===== src/rtl/rs_enc_if.sv =====
// Byte-stream bus between the RS(204,188) encoder and its neighbours.
// CE/input_byte flow into the encoder; Out_byte/CEO/Valid_out flow out.
interface rs_enc_if;
    logic       CE;
    logic [7:0] input_byte;
    logic [7:0] Out_byte;
    logic       CEO;
    logic       Valid_out;

    modport master (
        output CE,
        output input_byte,
        input  Out_byte,
        input  CEO,
        input  Valid_out
    );

    modport slave (
        input  CE,
        input  input_byte,
        output Out_byte,
        output CEO,
        output Valid_out
    );
endinterface


===== src/rtl/rs_enc.sv =====
// Systematic RS(204,188) encoder over GF(2^8), p(x)=0x11D, roots alpha^0..alpha^15.
// Data bytes pass through; the 16 parity slots are shifted out of an LFSR, highest degree first.
module rs_enc #(
    parameter int unsigned N = 204,
    parameter int unsigned K = 188
) (
    input  logic    clk,
    input  logic    reset,
    rs_enc_if.slave bus
);
    localparam int unsigned NPAR = N - K;
    localparam int unsigned BW   = 8;
    localparam logic [BW-1:0] K_B    = BW'(K);
    localparam logic [BW-1:0] LAST_B = BW'(N - 1);

    typedef logic [NPAR-1:0][BW-1:0] par_t;
    typedef logic [NPAR:0][BW-1:0]   gfull_t;

    // Shift-and-add GF(2^8) product; with one constant operand it folds to an XOR network.
    function automatic logic [BW-1:0] gf_mul(input logic [BW-1:0] a, input logic [BW-1:0] b);
        logic [BW-1:0] r;
        logic [BW-1:0] x;
        r = '0;
        x = a;
        for (int i = 0; i < int'(BW); i++) begin
            if (b[i]) r = r ^ x;
            x = {x[BW-2:0], 1'b0} ^ (x[BW-1] ? 8'h1D : 8'h00);
        end
        return r;
    endfunction

    // Generator coefficients g0..g15 (ascending degree), evaluated at elaboration.
    function automatic par_t gen_poly();
        gfull_t        c;
        logic [BW-1:0] root;
        c    = '0;
        c[0] = 8'h01;
        root = 8'h01;
        for (int i = 0; i < int'(NPAR); i++) begin
            for (int j = int'(NPAR); j > 0; j--) begin
                c[j] = c[j-1] ^ gf_mul(root, c[j]);
            end
            c[0] = gf_mul(root, c[0]);
            root = gf_mul(root, 8'h02);
        end
        return c[NPAR-1:0];
    endfunction

    localparam par_t G = gen_poly();

    logic [BW-1:0] cnt_q, cnt_d;
    par_t          p_q, p_d;
    logic [BW-1:0] out_q, out_d;
    logic          ceo_q, ceo_d;
    logic          valid_q, valid_d;
    logic [BW-1:0] fb;

    always_comb begin
        cnt_d   = cnt_q;
        p_d     = p_q;
        out_d   = out_q;
        ceo_d   = 1'b0;
        valid_d = valid_q;
        fb      = bus.input_byte ^ p_q[NPAR-1];

        if (bus.CE) begin
            ceo_d   = 1'b1;
            valid_d = 1'b1;
            cnt_d   = (cnt_q == LAST_B) ? '0 : cnt_q + 8'd1;
            if (cnt_q < K_B) begin
                out_d  = bus.input_byte;
                p_d[0] = gf_mul(G[0], fb);
                for (int i = 1; i < int'(NPAR); i++) begin
                    p_d[i] = p_q[i-1] ^ gf_mul(G[i], fb);
                end
            end else begin
                // Parity drain leaves the bank zeroed after the last slot.
                out_d = p_q[NPAR-1];
                p_d   = {p_q[NPAR-2:0], 8'h00};
            end
        end else if (cnt_q == '0) begin
            valid_d = 1'b0;
        end
    end

    always_ff @(posedge clk or posedge reset) begin
        if (reset) begin
            cnt_q   <= '0;
            p_q     <= '0;
            out_q   <= '0;
            ceo_q   <= 1'b0;
            valid_q <= 1'b0;
        end else begin
            cnt_q   <= cnt_d;
            p_q     <= p_d;
            out_q   <= out_d;
            ceo_q   <= ceo_d;
            valid_q <= valid_d;
        end
    end

    assign bus.Out_byte  = out_q;
    assign bus.CEO       = ceo_q;
    assign bus.Valid_out = valid_q;
endmodule


===== src/flat_wrapper.sv =====
// flat-port wrapper written by rule: the top's interface ports become plain ports
module rs_enc_flat 
#(
    parameter int unsigned N = 204,
    parameter int unsigned K = 188
)
  (clk, reset, bus_CE, bus_input_byte, bus_Out_byte, bus_CEO, bus_Valid_out);
  rs_enc_if bus_i ();
  input  logic clk;
  input  logic reset;
  input wire logic [$bits(bus_i.CE)-1:0] bus_CE;
  input wire logic [$bits(bus_i.input_byte)-1:0] bus_input_byte;
  output wire logic [$bits(bus_i.Out_byte)-1:0] bus_Out_byte;
  output wire logic [$bits(bus_i.CEO)-1:0] bus_CEO;
  output wire logic [$bits(bus_i.Valid_out)-1:0] bus_Valid_out;
  assign bus_i.CE = bus_CE;
  assign bus_i.input_byte = bus_input_byte;
  assign bus_Out_byte = bus_i.Out_byte;
  assign bus_CEO = bus_i.CEO;
  assign bus_Valid_out = bus_i.Valid_out;
  rs_enc #(.N(N), .K(K)) u_core (.clk(clk), .reset(reset), .bus(bus_i));
endmodule

===== config.mk =====
export PLATFORM = sky130hd
export DESIGN_NAME = rs_enc_flat
export DESIGN_NICKNAME = d
export VERILOG_FILES = /design/src/rtl/rs_enc_if.sv /design/src/rtl/rs_enc.sv /design/src/flat_wrapper.sv
export SDC_FILE = /design/constraint.sdc
export NUM_CORES = 1
export LEC_CHECK = 0
export CORE_MARGIN = 2
export CORE_UTILIZATION = 33
export DETAILED_ROUTE_END_ITERATION = 8
export PLACE_DENSITY_LB_ADDON = 0.1
export REMOVE_ABC_BUFFERS = 1
export SETUP_SLACK_MARGIN = 0.1
export SLEW_MARGIN = 20
export SYNTH_ARGS = -nofsm -noshare
export SYNTH_HDL_FRONTEND = slang
export SYNTH_SLANG_ARGS = --single-unit

===== constraint.sdc =====
create_clock -name clk -period 5.4 [get_ports clk]
set_clock_uncertainty 0.1 [all_clocks]
set_input_delay 0.54 -clock clk [delete_from_list [all_inputs] [get_ports clk]]
set_output_delay 0.54 -clock clk [all_outputs]
set_load 0.02 [all_outputs]

; After elaboration in Yosys (flattened, before gate mapping)
; Index checks and enable logic that the tools add are counted.
[word_totals]
regBits = 146
inputBits = 11
wordCells = 512
[classes]
n_reduce_logical = 2
magnitude_cmp = 1
n_bitwise = 121
n_eq_ne = 1
add_sub_neg = 1
n_mux = 366
[op_table]
columns = cell, n
row1 = $mux W8, 299
row2 = $mux W7, 30
row3 = $not A5 Y5, 29
row4 = $mux W128, 1
row5 = $xor A8 B8 Y8, 16
row6 = $mux W6, 18
row7 = $not A3 Y3, 28
row8 = $not A4 Y4, 21
row9 = $not A6 Y6, 13
row10 = $mux W5, 9
row11 = $not A7 Y7, 3
row12 = $mux W4, 4
row13 = $not A2 Y2, 6
row14 = $add A8 B1 Y8 const B, 1
row15 = $eq A8 B8 Y1 const B, 1
row16 = $logic_not A8 Y1, 1
row17 = $lt A8 B8 Y1 const B, 1
row18 = $not A8 Y8, 1
row19 = $mux W3, 2
row20 = $not A1 Y1, 4
row21 = $mux W1, 3
row22 = $reduce_bool A2 Y1, 1

; Depth between registers and ports, before layout
[depth]
depth_word = 34
mapped_depth = 9
ltp_nobuf = 6

; Least setup slack after synthesis
; OpenSTA, ideal clock, no wires.
[synth_timing]
path_kind = input port to flip-flop
start = input bus_input_byte[0]
end = register u_core.p_q[56] in the netlist's numbering
arrival_ns = 2.310
stages = 7
path_slack_ns = 2.908
setup_ns = 0.082
cell_sequence = xnor2_2 buf_4 xnor2_1 buf_2 xnor3_1 or3_1 a31oi_1
[synth_between]
elab_chain_cells = 32
[synth_rtl]
columns = element, line_no
row1 = from (decl), flat_wrapper.sv:12  ; input wire logic [$bits(bus_i.input_byte)-1:0] bus_input_byte;
row2 = $xor A8 B8 Y8 *, rs_enc.sv:64  ; fb = bus.input_byte ^ p_q[NPAR-1];
row3 = $mux W8 *, rs_enc.sv:26  ; if (b[i]) r = r ^ x;
row4 = $mux W8 *, rs_enc.sv:70  ; if (cnt_q < K_B) begin
row5 = $mux W8 *, rs_enc.sv:66  ; if (bus.CE) begin
row6 = $not A5 Y5 (no line), --
row7 = $mux W7 *, rs_enc.sv:26
row8 = $mux W8 *, rs_enc.sv:70
row9 = $mux W8 *, rs_enc.sv:66
row10 = [... 16 more ...], --
row11 = $mux W8 *, rs_enc.sv:70
row12 = $mux W8 *, rs_enc.sv:66
row13 = $not A3 Y3 (no line), --
row14 = $mux W7 *, rs_enc.sv:26
row15 = $mux W8 *, rs_enc.sv:70
row16 = $mux W8 *, rs_enc.sv:66
row17 = $xor A8 B8 Y8 *, rs_enc.sv:74  ; p_d[i] = p_q[i-1] ^ gf_mul(G[i], fb);
row18 = $mux W128 *, rs_enc.sv:70
row19 = to (signal assigned), rs_enc.sv:95  ; p_q <= p_d;
row20 = to (decl), rs_enc.sv:52  ; par_t p_q, p_d;
; Every way passes the cells marked *; elsewhere a longest branch is shown, timed or not. The select of a mux whose other input is x is not followed.
; A chain may end at the register's enable or synchronous reset.

; Worst setup path in the final report
[layout_timing]
start = input bus_input_byte[3]
end = register u_core.p_q[56] in the netlist's numbering
[layout_between]
elab_chain_cells = 21
[layout_rtl]
columns = element, line_no
row1 = $xor A8 B8 Y8 *, rs_enc.sv:64
row2 = $mux W7 *, rs_enc.sv:26
row3 = $mux W8 *, rs_enc.sv:70
row4 = $mux W8 *, rs_enc.sv:66
row5 = $mux W8 *, rs_enc.sv:26
row6 = $mux W8 *, rs_enc.sv:70
row7 = $mux W8 *, rs_enc.sv:66
row8 = $not A5 Y5 (no line), --
row9 = [... 5 more ...], --
row10 = $mux W8 *, rs_enc.sv:70
row11 = $mux W8 *, rs_enc.sv:66
row12 = $not A3 Y3 (no line), --
row13 = $mux W7 *, rs_enc.sv:26
row14 = $mux W8 *, rs_enc.sv:70
row15 = $mux W8 *, rs_enc.sv:66
row16 = $xor A8 B8 Y8 *, rs_enc.sv:74
row17 = $mux W128 *, rs_enc.sv:70
; Marks and branches as above.

==> summary.md <==
| Metric | Value |
|---|---|
| Row count | 60 |
| Top-area cell type share of the netlist area | 40.7% |
| Vias in the first global route | 6098 |
| Worst EP required | 5650 ps |
| Crit-path max FO | 9 |
| Crit Reg-Reg Endpoint | u_core.p_q[56]$_DFFE_PP0P_ |
| YS warnings | 0 |
| Die width | 169 um |
| RR Startpoint | u_core.p_q[123]$_DFFE_PP0P_ |
| Post CTS Setup Buffer Count | 0 |
| Core area | 0.0268 mm^2 |
| Synthesized cell area | 0.00897 mm^2 |
| Number of port buffers | 20 |
| Total wire length | 23600 um |
| Tmin final | 3150 ps |
| Reg2Reg Setup Slack | 2390 ps |
| CTS sink cnt | 146 |
| Kind of critical path | input pin to flip-flop |
| DRC viols | 0 |
| Final #Nets | 902 |
| Fin Setup TNS | 0 ps |
| Setup crit start | bus_input_byte[3] |
| Crit path to | u_core.p_q[56]$_DFFE_PP0P_ |
| DR vias | 6293 |
| Total congestion overflow | 0 |
| Clock Tree Buf Depth | 2 |
| Critical Path Sink Type | flip-flop |
| Dominant cells by area after synthesis | dfrtp_1 41%, xnor3_1 12%, xnor2_1 7.5% |
| Drt wl/cell | 19.0 um |
| Number of antenna violations at the first check in global routing | 0 |
| Hold Buf Count CTS | 0 |
| Top-Level Pins | 21 |
| GR Util All Layers | 17.6% |
| Cell depth of the worst flop-to-flop path | 6 |
| Antenna diode count | 0 |
| Max Slew Vio Count | 0 |
| Setup-failing EPs final | 0 |
| Clock Tree Root | clkbuf_16 |
| Synthesis-stage register bit count | 146 |
| DRT antenna net count | 0 |
| Layout cells sized above 1 | 8.43% |
| Largest net degree at the start of global routing | 129 |
| # H-tree levels | 4 |
| Most frequent cells in the layout | 146 x dfrtp_1, 139 x nor2_1, 80 x a31oi_1 |
| Worst Hold Class | flip-flop to flip-flop |
| Fillers | 2638 |
| Gpl congestion | 0.721 |
| Pre-antenna DRT Iters | 5 |
| Starting density of the core | 33.5% |
| Syn Inst Count | 897 |
| Die area | 0.0285 mm^2 |
| Initial DRC Count | 564 |
| Status | complete, no violations |
| Startpoint class of the critical path | input pin |
| MaxCap Viol Count | 0 |
| Post-synth top area cell | dfrtp_1 |
| Worst Path Arrival | 3390 ps |
| CTS buffer count | 17 |
| First-pass GRT wire length | 37900 um |
| Clock insertion delay at the later pin of the skew report | 430 ps |
| RSZ-0062 raised after global routing | false |
| Final HPWL DP | 15400 um |
| CTS tree | built |
| Die H | 169 um |
| Area growth syn-to-layout | 12.9% |
| Post-Syn Area per Cell | 10.0 um^2 |
| Slew margin rel. | 29.2% |
| Post-CTS sizing | 0 |
| Hold Fails Final Rpt | 0 |
| Slew @ Worst Pin | 1060 ps |
| Sequential fraction of the synthesis area | 40.7% |
| Achievable frequency | 0.318 GHz |
| Most common cell after layout, fill and taps aside | dfrtp_1 |
| Final period util | 58.3% |
| Netlist cell types | 37 |
| Via density | 5.06 |
| Clock-pin slew on the worst setup and hold paths | 70 ps |
| Hold Path Depth | 2 |
## how the worst min path moves through the flow
stage,start,endpoint,slack [ps]
after floorplan,u_core.p_q[77]$_DFFE_PP0P_,u_core.p_q[77]$_DFFE_PP0P_,360
after global placement,u_core.p_q[4]$_DFFE_PP0P_,u_core.p_q[4]$_DFFE_PP0P_,380
after detailed placement,u_core.bus.Valid_out$_DFFE_PP0P_,u_core.bus.Valid_out$_DFFE_PP0P_,370
after CTS,u_core.bus.Valid_out$_DFFE_PP0P_,u_core.bus.Valid_out$_DFFE_PP0P_,390
after global routing,u_core.p_q[4]$_DFFE_PP0P_,u_core.p_q[4]$_DFFE_PP0P_,420
final,u_core.bus.Valid_out$_DFFE_PP0P_,u_core.bus.Valid_out$_DFFE_PP0P_,380
## metal layers
metal / global-route usage, % / vias up / wire (um)
met1: 26.2 / 3072 / 12000
met3: 2.90 / 13 / 632
li1: - / 3135 / -
met4: 4.35 / 0 / 235
met5: 0 / - / 0
met2: 26.8 / 73 / 10800
## synthesized netlist by cell type
cell	number
a211o_1	4
a21o_1	6
a21oi_1	41
a311oi_1	1
a31oi_1	80
and3_1	2
and4_1	2
buf_2	9
buf_4	3
clkbuf_1	54
dfrtp_1	146
ha_1	2
inv_1	4
mux2_2	3
nand2_1	47
nand2b_1	5
nand3_1	3
nand4_1	1
nand4b_1	1
nor2_1	139
nor3_1	7
nor4b_1	5
o211ai_1	5
o21a_1	1
o21ai_0	72
o21ai_1	1
o311ai_0	5
o31ai_1	3
or2_2	1
or3_1	71
xnor2_1	77
xnor2_2	11
xnor2_4	5
xnor3_1	48
xnor3_2	1
xor2_1	30
xor3_1	1
## stage by stage
stage          worst slack [ps]  util [%]  std cells  hold WS, ps  area [um^2]
2_1_floorplan               837         -        831          361         8700
3_3_place_gp               1790      35.5       1211          376         9510
3_5_place_dp               1790      35.5       1211          367         9510
4_1_cts                    2230      37.8       1243          389        10100
5_1_grt                    2130      37.8       1243          424        10100
6_report                   2250      37.8       1243          383        10100
## logic make-up after synthesis
| group | share of synthesized area, % |
|---|---|
| AO/OA/AOI/OAI | 14.2 |
| XOR/XNOR | 26.6 |
| adder cells (fa/ha/maj) | 0.279 |
| buffers and inverters | 3.18 |
| flip-flops | 40.7 |
| multiplexers | 0.377 |
| AND/OR/NAND/NOR | 14.7 |
## flip-flops by register name, indices dropped and copies added, names as in the netlist
name,cells
u_core.cnt_q,8
u_core.p_q,128
u_core.bus.Out_byte,8
u_core.bus.CEO,1
u_core.bus.Valid_out,1
## layout make-up
class | instances | area (um^2) | share of cell area [%]
clock inverter | 11 | 149 | 1.47
multi-input combinational | 681 | 5050 | 49.9
sequential | 146 | 3650 | 36.1
clock buffer | 21 | 470 | 4.64
inverter | 4 | 20.0 | 0.198
timing repair buffer | 39 | 359 | 3.55
tap | 341 | 427 | 4.21
## critical path, cell delays in order
cell	delay, ps
clkdlybuf4s50_1	460
xnor2_2	820
buf_4	350
xnor3_2	350
xnor3_1	390
or3_1	320
a31oi_1	160
Power is not shown: default switching activity piles up to over one toggle a cycle in this logic, so the estimate is an artifact.
